[src/rtl/instr_encoder.sv]
// instr_encoder: encodes mnemonic-level requests into 32-bit MIPS words, queues them
// in a DEPTH-entry FIFO and writes them to instruction memory at consecutive addresses.
// Latency: a request accepted at edge k raises im_we from edge k+1. Throughput is 1 word/cycle.
// Backpressure: req_ready = registered count < DEPTH. A write holds im_we/addr/wdata until im_ack.
//
// Ports:
//   clk, rstn                    clock and async active-low reset
//   req_valid/req_ready, req_*   request handshake and instruction fields
//   err_clr, err_illegal         sticky illegal-op flag and its clear
//   im_we/im_addr/im_wdata/im_ack  acknowledged write port into instruction memory
//   words_written, idle          status
module instr_encoder #(
  parameter int              DEPTH  = 4,
  parameter int              ADDR_W = 12,
  parameter logic [ADDR_W-1:0] BASE = '0
) (
  input  logic              clk,
  input  logic              rstn,
  input  logic              req_valid,
  output logic              req_ready,
  input  logic [4:0]        req_op,
  input  logic [4:0]        req_rs,
  input  logic [4:0]        req_rt,
  input  logic [4:0]        req_rd,
  input  logic [4:0]        req_shamt,
  input  logic [15:0]       req_imm,
  input  logic [25:0]       req_target,
  input  logic              err_clr,
  output logic              im_we,
  output logic [ADDR_W-1:0] im_addr,
  output logic [31:0]       im_wdata,
  input  logic              im_ack,
  output logic              err_illegal,
  output logic [15:0]       words_written,
  output logic              idle
);

  localparam int PTR_W = $clog2(DEPTH);
  localparam int CNT_W = PTR_W + 1;
  localparam logic [CNT_W-1:0] FULL = CNT_W'(DEPTH);

  typedef enum logic {S_IDLE, S_WRITE} state_t;

  // ---------------------------------------------------------------------------
  // Combinational encoder
  // ---------------------------------------------------------------------------
  logic        op_legal;
  logic        is_r;
  logic        is_j;
  logic [5:0]  opc;
  logic [5:0]  funct;
  logic [4:0]  f_rs;
  logic [4:0]  f_rt;
  logic [4:0]  f_rd;
  logic [4:0]  f_sh;
  logic [31:0] enc_word;

  always_comb begin
    op_legal = 1'b1;
    is_r     = 1'b0;
    is_j     = 1'b0;
    opc      = 6'h00;
    funct    = 6'h00;
    f_rs     = req_rs;
    f_rt     = req_rt;
    f_rd     = req_rd;
    f_sh     = 5'd0;   // shamt only survives for the three shift ops
    case (req_op)
      5'd0:  begin is_r = 1'b1; funct = 6'h21; end                       // ADDU
      5'd1:  begin is_r = 1'b1; funct = 6'h23; end                       // SUBU
      5'd2:  begin is_r = 1'b1; funct = 6'h20; end                       // ADD
      5'd3:  begin is_r = 1'b1; funct = 6'h22; end                       // SUB
      5'd4:  begin is_r = 1'b1; funct = 6'h2A; end                       // SLT
      5'd5:  begin is_r = 1'b1; funct = 6'h00; f_rs = '0; f_sh = req_shamt; end // SLL
      5'd6:  begin is_r = 1'b1; funct = 6'h02; f_rs = '0; f_sh = req_shamt; end // SRL
      5'd7:  begin is_r = 1'b1; funct = 6'h03; f_rs = '0; f_sh = req_shamt; end // SRA
      5'd8:  begin is_r = 1'b1; funct = 6'h08; f_rt = '0; f_rd = '0; end // JR
      5'd19: begin is_r = 1'b1; funct = 6'h25; end                       // OR
      5'd20: begin is_r = 1'b1; funct = 6'h24; end                       // AND
      5'd9:  opc = 6'h08;                                                // ADDI
      5'd10: opc = 6'h0D;                                                // ORI
      5'd11: begin opc = 6'h0F; f_rs = '0; end                           // LUI
      5'd12: opc = 6'h04;                                                // BEQ
      5'd13: opc = 6'h05;                                                // BNE
      5'd14: opc = 6'h23;                                                // LW
      5'd15: opc = 6'h2B;                                                // SW
      5'd18: opc = 6'h0A;                                                // SLTI
      5'd16: begin is_j = 1'b1; opc = 6'h02; end                         // J
      5'd17: begin is_j = 1'b1; opc = 6'h03; end                         // JAL
      default: op_legal = 1'b0;
    endcase

    if (is_j) begin
      enc_word = {opc, req_target};
    end else if (is_r) begin
      enc_word = {6'h00, f_rs, f_rt, f_rd, f_sh, funct};
    end else begin
      enc_word = {opc, f_rs, f_rt, req_imm};
    end
  end

  // ---------------------------------------------------------------------------
  // FIFO
  // ---------------------------------------------------------------------------
  logic [31:0]      mem_q [DEPTH];
  logic [PTR_W-1:0] wr_ptr_q;
  logic [PTR_W-1:0] rd_ptr_q;
  logic [CNT_W-1:0] cnt_q;
  logic [CNT_W-1:0] cnt_d;
  state_t           state_q;
  logic             im_we_q;
  logic [ADDR_W-1:0] im_addr_q;
  logic [31:0]      im_wdata_q;
  logic [15:0]      words_q;
  logic             err_q;

  logic accept;
  logic push;
  logic pop;
  logic fifo_ne;

  // Ready is derived from the registered count only, so a full FIFO never
  // accepts even on a cycle where the write stage pops.
  assign req_ready = (cnt_q != FULL);
  assign accept    = req_valid & req_ready;
  assign push      = accept & op_legal;
  assign fifo_ne   = (cnt_q != '0);
  // IDLE pops whenever data is waiting; WRITE pops only on the ack edge.
  assign pop       = fifo_ne & ((state_q == S_IDLE) | im_ack);

  always_comb begin
    cnt_d = cnt_q;
    case ({push, pop})
      2'b10:   cnt_d = cnt_q + CNT_W'(1);
      2'b01:   cnt_d = cnt_q - CNT_W'(1);
      default: cnt_d = cnt_q;
    endcase
  end

  always_ff @(posedge clk or negedge rstn) begin
    if (!rstn) begin
      wr_ptr_q <= '0;
      rd_ptr_q <= '0;
      cnt_q    <= '0;
    end else begin
      if (push) wr_ptr_q <= wr_ptr_q + PTR_W'(1);
      if (pop)  rd_ptr_q <= rd_ptr_q + PTR_W'(1);
      cnt_q <= cnt_d;
    end
  end

  // Storage needs no reset: entries are only read once the count covers them.
  always_ff @(posedge clk) begin
    if (push) mem_q[wr_ptr_q] <= enc_word;
  end

  // ---------------------------------------------------------------------------
  // Write stage
  // ---------------------------------------------------------------------------
  always_ff @(posedge clk or negedge rstn) begin
    if (!rstn) begin
      state_q    <= S_IDLE;
      im_we_q    <= 1'b0;
      im_addr_q  <= BASE;
      im_wdata_q <= '0;
      words_q    <= '0;
    end else begin
      case (state_q)
        S_IDLE: begin
          if (fifo_ne) begin
            im_wdata_q <= mem_q[rd_ptr_q];
            im_we_q    <= 1'b1;
            state_q    <= S_WRITE;
          end
        end
        S_WRITE: begin
          if (im_ack) begin
            im_addr_q <= im_addr_q + ADDR_W'(4);
            words_q   <= words_q + 16'd1;
            if (fifo_ne) begin
              im_wdata_q <= mem_q[rd_ptr_q];
            end else begin
              im_we_q <= 1'b0;
              state_q <= S_IDLE;
            end
          end
        end
        default: begin
          im_we_q <= 1'b0;
          state_q <= S_IDLE;
        end
      endcase
    end
  end

  // Set has priority over clear when both land in the same cycle.
  always_ff @(posedge clk or negedge rstn) begin
    if (!rstn) begin
      err_q <= 1'b0;
    end else if (accept && !op_legal) begin
      err_q <= 1'b1;
    end else if (err_clr) begin
      err_q <= 1'b0;
    end
  end

  assign im_we         = im_we_q;
  assign im_addr       = im_addr_q;
  assign im_wdata      = im_wdata_q;
  assign words_written = words_q;
  assign err_illegal   = err_q;
  assign idle          = (cnt_q == '0) & ~im_we_q;

endmodule

[config.mk]
export PLATFORM = sky130hd
export DESIGN_NAME = instr_encoder
export DESIGN_NICKNAME = d
export VERILOG_FILES = /design/src/rtl/instr_encoder.sv
export SDC_FILE = /design/constraint.sdc
export NUM_CORES = 1
export LEC_CHECK = 0
export BUFFER_PORTS_ARGS = -buffer_cell sky130_fd_sc_hd__buf_2
export CAP_MARGIN = 20
export CORE_UTILIZATION = 46
export CTS_CLUSTER_DIAMETER = 50
export DETAILED_ROUTE_END_ITERATION = 10
export HOLD_SLACK_MARGIN = 0.08
export PLACE_DENSITY_LB_ADDON = 0.05
export SLEW_MARGIN = 10
export SYNTH_ARGS = -nofsm -noshare
export SYNTH_HDL_FRONTEND = slang
export SYNTH_SLANG_ARGS = --single-unit
[constraint.sdc]
create_clock -name clk -period 2.4 [get_ports clk]
set_input_delay 0.48 -clock clk [delete_from_list [all_inputs] [get_ports clk]]
set_output_delay 0.48 -clock clk [all_outputs]
set_load 0.02 [all_outputs]
==> results.sh, run 1 <==
export IMPL_run_status="completed"
export IMPL_path_clk_slew_ns=0.07
export IMPL_ys_types=56
export IMPL_detail_route_wl_per_cell_um=19.46
export IMPL_post_route_util_pct=56.92
export IMPL_power_density_of_the_placed_cells_nw_per_um2=1121
export IMPL_total_buffers_and_inverters_traversed_by_the_critical_path=3
export IMPL_number_of_synthesized_flops_with_an_enable_pin=124
export IMPL_dp_final_hpwl_um=11350
export IMPL_synthesis_yosys_warnings=0
export IMPL_hold_path_startpoint="err_clr"
export IMPL_cts_buffers_inserted=17
export IMPL_cts_resized=0
export IMPL_detailroute_via_count=4754
export IMPL_placement_rows=48
export IMPL_placed_cell_area_um2=9183
export IMPL_synth_async_sr_flop_share_pct=35.08
export IMPL_setup_viol=0
export IMPL_cp_startpoint="cnt_q[1]"
export IMPL_drc_violation_count_after_routing=0
export IMPL_crit_path_cell_trace="inv_1 > nand3_1 > and3_1 > inv_1 > ha_1 > inv_1 > fa_1 > xor2_1 > nor2_1 > xor2_1"
export IMPL_rsz0062_at_grt="no"
export IMPL_clk_path_buf_depth=2
export IMPL_routed_wl_um=17280
export IMPL_antenna_diode_count=0
export IMPL_cap_violations=0
export IMPL_synth_adder_area_share_pct=1.335
export IMPL_finished_layout_cell_area_um2=9777
export IMPL_cts_tree="built"
export IMPL_synth_common_cells="edfxtp_1, dfrtp_1, mux2_2, mux4_2, nand2_1"
export IMPL_synth_yosys_seq_area_share_pct=67.02
export IMPL_hold_depth=2
export IMPL_criticalPathCategory="register to register"
export IMPL_layout_area_overhead_vs_synth_pct=21.34
export IMPL_coreArea_um2=17180
export IMPL_synth_cell_area_um2=8058
export IMPL_finalNonFillerCells=888
export IMPL_chipWidth_um=134.4
export IMPL_ys_dominant_reg_cell="edfxtp_1"
export IMPL_design_final_nets=730
export IMPL_overflow=0
export IMPL_drt_iter0_drc=281
export IMPL_synth_avg_cell_area_um2=16.21
export IMPL_finalPower_uw=10960
export IMPL_tightestPinTransition_ns=0.8505
export IMPL_placed_cells_incl_taps=855
export IMPL_fillers=1422
export IMPL_hold_path_class="input port to register"
export IMPL_largest_family_of_logic_cells_by_synthesized_area="multiplexers"
export IMPL_grt_first_pass_wirelength_um=27460
export IMPL_regToRegStartpoint="cnt_q[1]"
export IMPL_worstHoldEndpoint="err_illegal"
export IMPL_drv_slew=0
export IMPL_die_y_um=134.4
export IMPL_cp_end_kind="register"
export IMPL_worst_path_stages=10
export IMPL_yosys_area_share_simple_pct=6.009
export IMPL_antenna_found_initial=0
export IMPL_fin_crit_ns=2.022
export IMPL_cts_root_buf="clkbuf_16"
export IMPL_io_pins=136
export IMPL_cp_data_arrival_time_ns=2.38
export IMPL_path_delay_family="adder cells"
export IMPL_r2r_worst_path_cells=10
export IMPL_cp_max_fo=3
export IMPL_ir_worst_vdd_uv=596.8
export IMPL_drt_antenna_violating_nets=0
export IMPL_area_contributors_post_synth="edfxtp_1, dfrtp_1, mux4_2, mux2_2, xnor2_1"
export IMPL_netlist_area_leader_share_pct=46.21
export IMPL_synth_compound_gate_area_share_pct=6.134
export IMPL_drt_pass1_iterations=4
export IMPL_synth_xor_area_share_pct=3.370
export IMPL_grt_total_usage_pct=20.56
export IMPL_weighted_congestion_at_the_end_of_routability_driven_global_placement=0.7393
export IMPL_ys_ff_latch=191
export IMPL_worst_path_largest_cell_delay_ns=0.40
export IMPL_post_cts_buffers=0
export IMPL_fmax_ghz=0.4945
export IMPL_post_route_skew_ns=0.01001
export IMPL_drive_above_1_share_pct=39.97
export IMPL_cts_hold_repair_buffers=1
export IMPL_power_leakage_uw=0.003948
export IMPL_final_hold_vio_count=0
export IMPL_reg2reg_slack_ns=0.38
export IMPL_mux_cell_area_share_after_synthesis_pct=13.31
export IMPL_cts_sinks=191
export IMPL_worst_setup_path_start_kind="register"
export IMPL_synth_most_common_cell="edfxtp_1"
export IMPL_cts_max_level=4
export IMPL_synth_top_area_cell="edfxtp_1"
export IMPL_timing_final_crit_share_pct=84.27
export IMPL_initial_utilization_pct=46.91
export IMPL_timing_rr_end="cnt_q[2]"
export IMPL_syn_inst=497
export IMPL_drt_vias_per_instance=5.354
export IMPL_grt_max_degree=40
export IMPL_worst_ep_required_time_ns=2.75
export IMPL_floorplan_die_area_um2=18050
export IMPL_critical_path_slowest_cell="dfrtp_1"
export IMPL_insertion_delay_ns=0.42
export IMPL_worst_path_most_repeated_cell="inv_1"
export IMPL_via_count_of_the_first_global_routing_pass=4900
export IMPL_max_slew_margin_pct=42.86
export IMPL_place_port_buffers=132
area by class of cell:
type	instances	area [um2]	share of cell area, %
clock buffers	17	425.4	4.351
multi-input cells	264	2472	25.29
well taps	225	281.5	2.879
inverters	16	60.06	0.6143
clock inverters	15	158.9	1.625
flip-flops and latches	191	5403	55.26
repair buffers	160	975.9	9.982
per-layer routing:
metal | up-vias | wire length, um | GRT usage, %
li1 | 2203 | - | -
met1 | 2414 | 7573 | 27.88
met2 | 133 | 8674 | 33.65
met3 | 4 | 969 | 4.384
met4 | 0 | 67 | 5.680
met5 | - | 0 | 0
kinds of logic (layout without fill, tap and decap cells):
family | Yosys count | in the layout
flops | 191 | 191
simple gates | 94 | 94
compound gates | 64 | 64
mux | 64 | 64
buf+inv | 44 | 208
xor+xnor | 31 | 31
fa+ha+maj | 8 | 8
other cells | 1 | 3
worst reg2reg max path, cell delays in order (launching register included):
cell and delay [ns]:
dfrtp_1 0.40, inv_1 0.12, nand3_1 0.14, and3_1 0.21, inv_1 0.06, ha_1 0.18
inv_1 0.06, fa_1 0.38, xor2_1 0.15, nor2_1 0.11, xor2_1 0.14
cells in the final DEF (no fill, tap or decap), types with 3 or more instances in the layout:
cell type	synthesis	routed
buf_2	14	131
nor3_1	5	5
mux2_2	31	31
and3_1	9	9
mux4_2	31	31
conb_1	1	3
a22o_1	16	16
edfxtp_1	124	124
nand4_1	6	6
nor2_1	13	13
inv_6	0	3
clkbuf_16	0	17
a21o_1	5	5
clkinv_2	0	3
a21oi_1	9	9
inv_1	15	15
nand2_1	26	26
nand2b_1	4	4
xor2_1	6	6
nand3_1	14	14
a222oi_1	5	5
ha_1	7	7
and2_2	0	4
buf_4	5	20
buf_12	0	8
clkinvlp_4	0	3
nor2b_1	3	3
o21ai_0	8	8
dfrtp_1	67	65
xnor2_1	25	25
power breakdown:
group	internal, uW	leakage [uW]	switching [uW]
Combinational	1610	0.00171	1770
Clock	1550	0.000281	1230
Sequential	4320	0.00196	481
Total	7480	0.00395	3480
metrics by stage:
stage          TNS (ns)  hold slack (ns)  worst slack [ns]
3_3_place_gp     -6.726           0.4564           -0.1756
6_report              0           0.2467            0.3776
4_1_cts               0           0.2329            0.3788
3_5_place_dp          0           0.4621           0.08453
2_1_floorplan         0           0.1844           0.06434
5_1_grt               0           0.2415            0.2384
worst max path at each step:
stage,to,slack [ns]
floorplan,mem_q[0][0],0.06
global placement,mem_q[2][6],-0.18
detailed placement,cnt_q[2],0.08
CTS,cnt_q[2],0.38
global route,cnt_q[2],0.24
finish,cnt_q[2],0.38
sequential cells by signal (all words and copies together) (netlist names):
name / cells
err_illegal: 1
im_we: 1
im_addr: 10
cnt_q: 3
rd_ptr_q: 2
words_written: 16
wr_ptr_q: 2
mem_q: 124
im_wdata: 31
state_q: 1
Power figures use the tool's default switching activity.
==> run 2, diff against run 1 <==
ABC_AREA = 1   (was default)
clock period = 1.76 ns   (was 2.4 ns; I/O delays follow)
==> results.sh, run 2 <==
export IMPL_area_contributors_post_synth="edfxtp_1, dfrtp_1, nor2_1, o21ai_0, nand2_1"
export IMPL_layout_area_overhead_vs_synth_pct=28.17
export IMPL_syn_inst=804
export IMPL_antenna_diode_count=0
export IMPL_power_leakage_uw=0.004534
export IMPL_largest_register="mem_q"
export IMPL_cap_violations=0
export IMPL_cp_data_arrival_time_ns=1.48
export IMPL_cts_sinks=191
export IMPL_setup_viol=3
export IMPL_final_hold_vio_count=0
export IMPL_final_setup_worst_slack_ns=-0.07188
export IMPL_coreArea_um2=17480
export IMPL_worst_ep_required_time_ns=1.41
export IMPL_hold_path_class="input port to register"
export IMPL_synth_top_area_cell="edfxtp_1"
export IMPL_drt_iter0_drc=313
export IMPL_placement_rows=48
export IMPL_grt_total_usage_pct=22.74
export IMPL_placed_cell_area_um2=9916
export IMPL_layout_common_cells="nor2_1, buf_2, edfxtp_1, nand2_1, o21ai_0"
export IMPL_tightestPinTransition_ns=0.6147
export IMPL_multi_input_area_um2=2675
export IMPL_fmax_ghz=0.5459
export IMPL_ir_worst_vdd_uv=1106
export IMPL_cts_buffers_inserted=17
export IMPL_gr_usage_met2_pct=41.48
export IMPL_floorplan_die_area_um2=18640
export IMPL_fillers=1474
export IMPL_insertion_delay_ns=0.44
export IMPL_via_count_of_the_first_global_routing_pass=6327
export IMPL_worst_setup_path_start_kind="register"
export IMPL_netlist_area_leader_share_pct=44.73
export IMPL_final_setup_tns_ns=-0.1191
export IMPL_synth_common_cells="nor2_1, edfxtp_1, nand2_1, o21ai_0, dfrtp_1"
export IMPL_drive_above_1_share_pct=28.88
export IMPL_area_sequential_um2=5401
export IMPL_synth_cell_area_um2=8324
export IMPL_ys_ff_latch=191
export IMPL_design_final_nets=1085
export IMPL_cts_root_buf="clkbuf_16"
export IMPL_ys_types=39
export IMPL_cts_max_level=4
export IMPL_initial_utilization_pct=47.63
export IMPL_synth_avg_cell_area_um2=10.35
export IMPL_detailroute_via_count=6376
export IMPL_grt_max_degree=64
export IMPL_detail_route_wl_per_cell_um=16.02
export IMPL_timing_final_crit_share_pct=104.1
export IMPL_most_used_routing_layer="met2"
export IMPL_place_port_buffers=132
export IMPL_weighted_congestion_at_the_end_of_routability_driven_global_placement=0.7849
export IMPL_drt_antenna_violating_nets=0
export IMPL_io_pins=136
export IMPL_drv_slew=0
export IMPL_die_y_um=136.5
export IMPL_drt_vias_per_instance=5.130
export IMPL_power_density_of_the_placed_cells_nw_per_um2=1504
export IMPL_cp_max_fo=3
export IMPL_grt_first_pass_wirelength_um=31550
export IMPL_dp_final_hpwl_um=14360
export IMPL_cp_end_kind="output pin"
export IMPL_finished_layout_cell_area_um2=10670
export IMPL_ys_dominant_reg_cell="edfxtp_1"
export IMPL_run_status="finished, violations left"
export IMPL_antenna_found_initial=0
export IMPL_fin_crit_ns=1.832
export IMPL_drc_violation_count_after_routing=0
export IMPL_use_met3_pct=3.778
export IMPL_rsz0062_at_grt="yes"
export IMPL_overflow=0
export IMPL_failed_checks="setup timing"
export IMPL_synth_async_sr_flop_share_pct=35.08
export IMPL_criticalPathCategory="register to output pin"
export IMPL_grtUsageMet1_pct=27.21
export IMPL_synthesis_yosys_warnings=0
export IMPL_flip_flop_count_of_the_largest_register_after_layout=124
export IMPL_cts_tree="built"
export IMPL_path_clk_slew_ns=0.08
export IMPL_chipWidth_um=136.5
export IMPL_mostFrequentLayoutCell="nor2_1"
export IMPL_drt_pass1_iterations=5
export IMPL_number_of_synthesized_flops_with_an_enable_pin=124
export IMPL_routed_wl_um=19910
export IMPL_clk_path_buf_depth=2
export IMPL_synth_most_common_cell="nor2_1"
export IMPL_post_route_skew_ns=0.01542
export IMPL_synth_yosys_seq_area_share_pct=64.87
export IMPL_max_slew_margin_pct=58.59
run 2: cell types whose count changed after synthesis, sizes merged, moves of 16 or more:
| cell | previous run | this run |
|---|---|---|
| nand2 | 26 | 106 |
| a31oi | 1 | 32 |
| mux2 | 32 | 0 |
| inv | 16 | 51 |
| a22o | 16 | 0 |
| mux4 | 31 | 0 |
| nor2 | 13 | 198 |
| o21ai | 9 | 84 |
| nand3 | 14 | 44 |
run 2: worst paths after layout:
| path | slack [ns] | to | startpoint | cells past startpoint |
|---|---|---|---|---|
| max in group asynchronous | 0.80 | rd_ptr_q[1] | rstn | 3 |
| max | -0.07 | idle | cnt_q[0] | 5 |
| min | 0.1 | err_illegal | err_clr | 2 |
| min reg2reg | 0.48 | im_addr[10] | im_addr[10] | 1 |
| min in group asynchronous | 0.35 | words_written[9] | rstn | 2 |
| max reg2reg | -0.04 | cnt_q[2] | cnt_q[0] | 10 |
run 2: routing by layer:
layer / up-vias / wire length (um)
met5: - / 0
met4: 0 / 261
met3: 17 / 657
met2: 141 / 10480
met1: 3098 / 8510
li1: 3120 / -
run 2: metrics by stage:
step / hold WS (ns) / util (%) / setup slack [ns] / instances / total power (uW)
final: 0.09565 / 61.05 / -0.07188 / 1243 / 16040
after global routing: 0.09373 / 61.05 / -0.1248 / 1243 / 17070
after CTS: 0.08333 / 60.82 / -0.08197 / 1242 / 16140
after detailed placement: 0.2702 / 56.74 / -0.5143 / 1206 / 11990
after global placement: 0.2590 / 56.74 / -0.5094 / 1206 / 11870
after floorplan: 0.05641 / - / -0.3600 / 806 / 9870
run 2: kinds of logic after synthesis:
logic type                 share of synthesized area [%]
AOI/OAI and AO/OA                                  8.883
xor gates and xnor gates                           2.315
adders and majority gates                          1.293
buffers and inverters                              4.374
DFF                                                64.87
other                                            0.04505
and+or+nand+nor                                    18.22
run 2: final cells by class:
type,count,share of cell area [%]
clock buffers,17,3.987
multi-input cells,528,25.07
flip-flops and latches,191,50.63
repair buffers,216,13.76
clock inverters,15,2.076
inverters,51,1.841
well taps,225,2.639
run 2: repair_timing:
action | CTS | global route
endpoints found under the setup margin | 3 | 128
buffers inserted | 3 | 1
hold buffers | 1 | 0
resized for setup | 12 | 10
pin swaps | 3 | 5
endpoints found under the hold margin | 19 | 0
run 2: power by group:
part	leakage (uW)	switching, uW	internal [uW]
registers	0.00193	571	5810
logic	0.00229	3560	2100
clock network	0.000310	2000	2000
total	0.00453	6130	9910
run 2: critical path: stages, from the launching register on:
cell and delay [ns]:
dfrtp_1 0.43, nor3_2 0.22, inv_1 0.09, buf_6 0.12
nor2_4 0.07, buf_6 0.12
==> run 3, diff against run 2 <==
SKIP_LAST_GASP = 1   (was default)
==> results.sh, run 3 (same netlist as run 2, synthesis figures left out) <==
export IMPL_run_status="finished, violations left"
export IMPL_failed_checks="setup timing"
export IMPL_chipWidth_um=136.5
export IMPL_cts_root_buf="clkbuf_16"
export IMPL_layout_area_overhead_vs_synth_pct=28.00
export IMPL_via_count_of_the_first_global_routing_pass=6327
export IMPL_max_slew_margin_pct=57.33
export IMPL_drt_pass1_iterations=5
export IMPL_rsz0062_at_grt="yes"
export IMPL_place_port_buffers=132
export IMPL_detailroute_via_count=6391
export IMPL_place_ws_ns=-0.5143
export IMPL_worst_setup_path_start_kind="register"
export IMPL_clk_path_buf_depth=2
export IMPL_mostFrequentLayoutCell="nor2_1"
export IMPL_grt_total_usage_pct=22.74
export IMPL_grt_max_degree=64
export IMPL_overflow=0
export IMPL_placement_rows=48
export IMPL_routed_wl_um=19970
export IMPL_cp_end_kind="output pin"
export IMPL_cts_tree="built"
export IMPL_finalNonFillerCells=1243
export IMPL_io_pins=136
export IMPL_r2r_worst_path_cells=10
export IMPL_final_hold_vio_count=0
export IMPL_criticalPathCategory="register to output pin"
export IMPL_layout_common_cells="nor2_1, buf_2, edfxtp_1, nand2_1, o21ai_0"
export IMPL_cts_max_level=4
export IMPL_flip_flop_count_of_the_largest_register_after_layout=124
export IMPL_drt_vias_per_instance=5.142
export IMPL_grt_first_pass_wirelength_um=31550
export IMPL_cts_buffers_inserted=17
export IMPL_path_clk_slew_ns=0.08
export IMPL_die_y_um=136.5
export IMPL_placed_cell_area_um2=9916
export IMPL_post_route_skew_ns=0.01357
export IMPL_coreArea_um2=17480
export IMPL_initial_utilization_pct=47.63
export IMPL_drt_antenna_violating_nets=0
export IMPL_placed_cells_incl_taps=1206
export IMPL_weighted_congestion_at_the_end_of_routability_driven_global_placement=0.7849
export IMPL_hold_depth=2
export IMPL_drt_iter0_drc=282
export IMPL_largest_register="mem_q"
export IMPL_cap_violations=0
export IMPL_insertion_delay_ns=0.44
export IMPL_detail_route_wl_per_cell_um=16.07
export IMPL_cp_data_arrival_time_ns=1.48
export IMPL_hold_path_class="input port to register"
export IMPL_antenna_found_initial=0
export IMPL_fmax_ghz=0.5452
export IMPL_dp_final_hpwl_um=14360
export IMPL_floorplan_die_area_um2=18640
export IMPL_setup_viol=3
export IMPL_tightestPinTransition_ns=0.6334
export IMPL_fin_crit_ns=1.834
export IMPL_design_final_nets=1085
export IMPL_final_setup_worst_slack_ns=-0.07404
export IMPL_antenna_diode_count=0
export IMPL_drc_violation_count_after_routing=0
export IMPL_ir_worst_vdd_uv=1111
export IMPL_timing_final_crit_share_pct=104.2
export IMPL_fillers=1472
export IMPL_drive_above_1_share_pct=28.88
export IMPL_cts_sinks=191
export IMPL_worst_ep_required_time_ns=1.41
export IMPL_drv_slew=0
export IMPL_cp_max_fo=3
export IMPL_finished_layout_cell_area_um2=10660
export IMPL_power_density_of_the_placed_cells_nw_per_um2=1503
export IMPL_power_leakage_uw=0.004532
[run 3: critical path, stage by stage, from the launching register on]
cell and delay [ns]:
dfrtp_1 0.43, nor3_2 0.22, inv_1 0.09, buf_6 0.12, nor2_4 0.07, buf_6 0.12
[run 3: cell type report]
type	count	area, um2	area share, %
Sequential cell	191	5401	50.69
Inverter	51	193.9	1.820
Clock buffer	17	425.4	3.992
Multi-Input combinational cell	528	2668	25.04
Tap cell	225	281.5	2.642
Timing Repair Buffer	216	1464	13.74
Clock inverter	15	221.5	2.078
[run 3: stage by stage]
| step | hold slack, ns | util (%) | power (uW) | TNS [ns] |
|---|---|---|---|---|
| finish | 0.09294 | 60.97 | 16020 | -0.1306 |
| global route | 0.09373 | 60.97 | 17030 | -0.3653 |
| CTS | 0.08333 | 60.82 | 16140 | -0.08641 |
| detailed placement | 0.2702 | 56.74 | 11990 | -72.45 |
| global placement | 0.2590 | 56.74 | 11870 | -66.10 |
| floorplan | 0.05641 | - | 9870 | -42.83 |
[run 3: report_power, final]
part           leakage, uW  total, uW  internal [uW]  switching, uW
Combinational      0.00229       5640           2080           3560
Clock             0.000310       4000           2000           2000
Sequential         0.00193       6380           5810            569
[run 3: metal layers]
layer	share of wire, %	global-route usage [%]	wire, um	vias up
li1	-	-	-	3120
met1	43	27.21	8526	3108
met2	53	41.48	10490	143
met3	3.5	3.778	704	20
met4	1.2	7.160	249	0
met5	0	0	0	-
[run 3: final timing paths]
kind                        startpoint          endpoint  slack [ns]
setup / recovery              cnt_q[0]              idle       -0.07
hold / removal                 err_clr       err_illegal        0.09
setup reg to reg              cnt_q[2]          cnt_q[2]       -0.04
hold reg to reg            im_addr[10]       im_addr[10]        0.48
max in group asynchronous         rstn       rd_ptr_q[1]        0.81
min in group asynchronous         rstn  words_written[9]        0.35
[run 3: timing repair]
item                       in CTS  in global routing
setup buffers                   3                  1
setup endpoints to repair       3                128
gates resized for setup        12                  7
hold buffers                    1                  0
pin swaps                       3                  5
hold endpoints to repair       19                  0
gates cloned                    0                  0
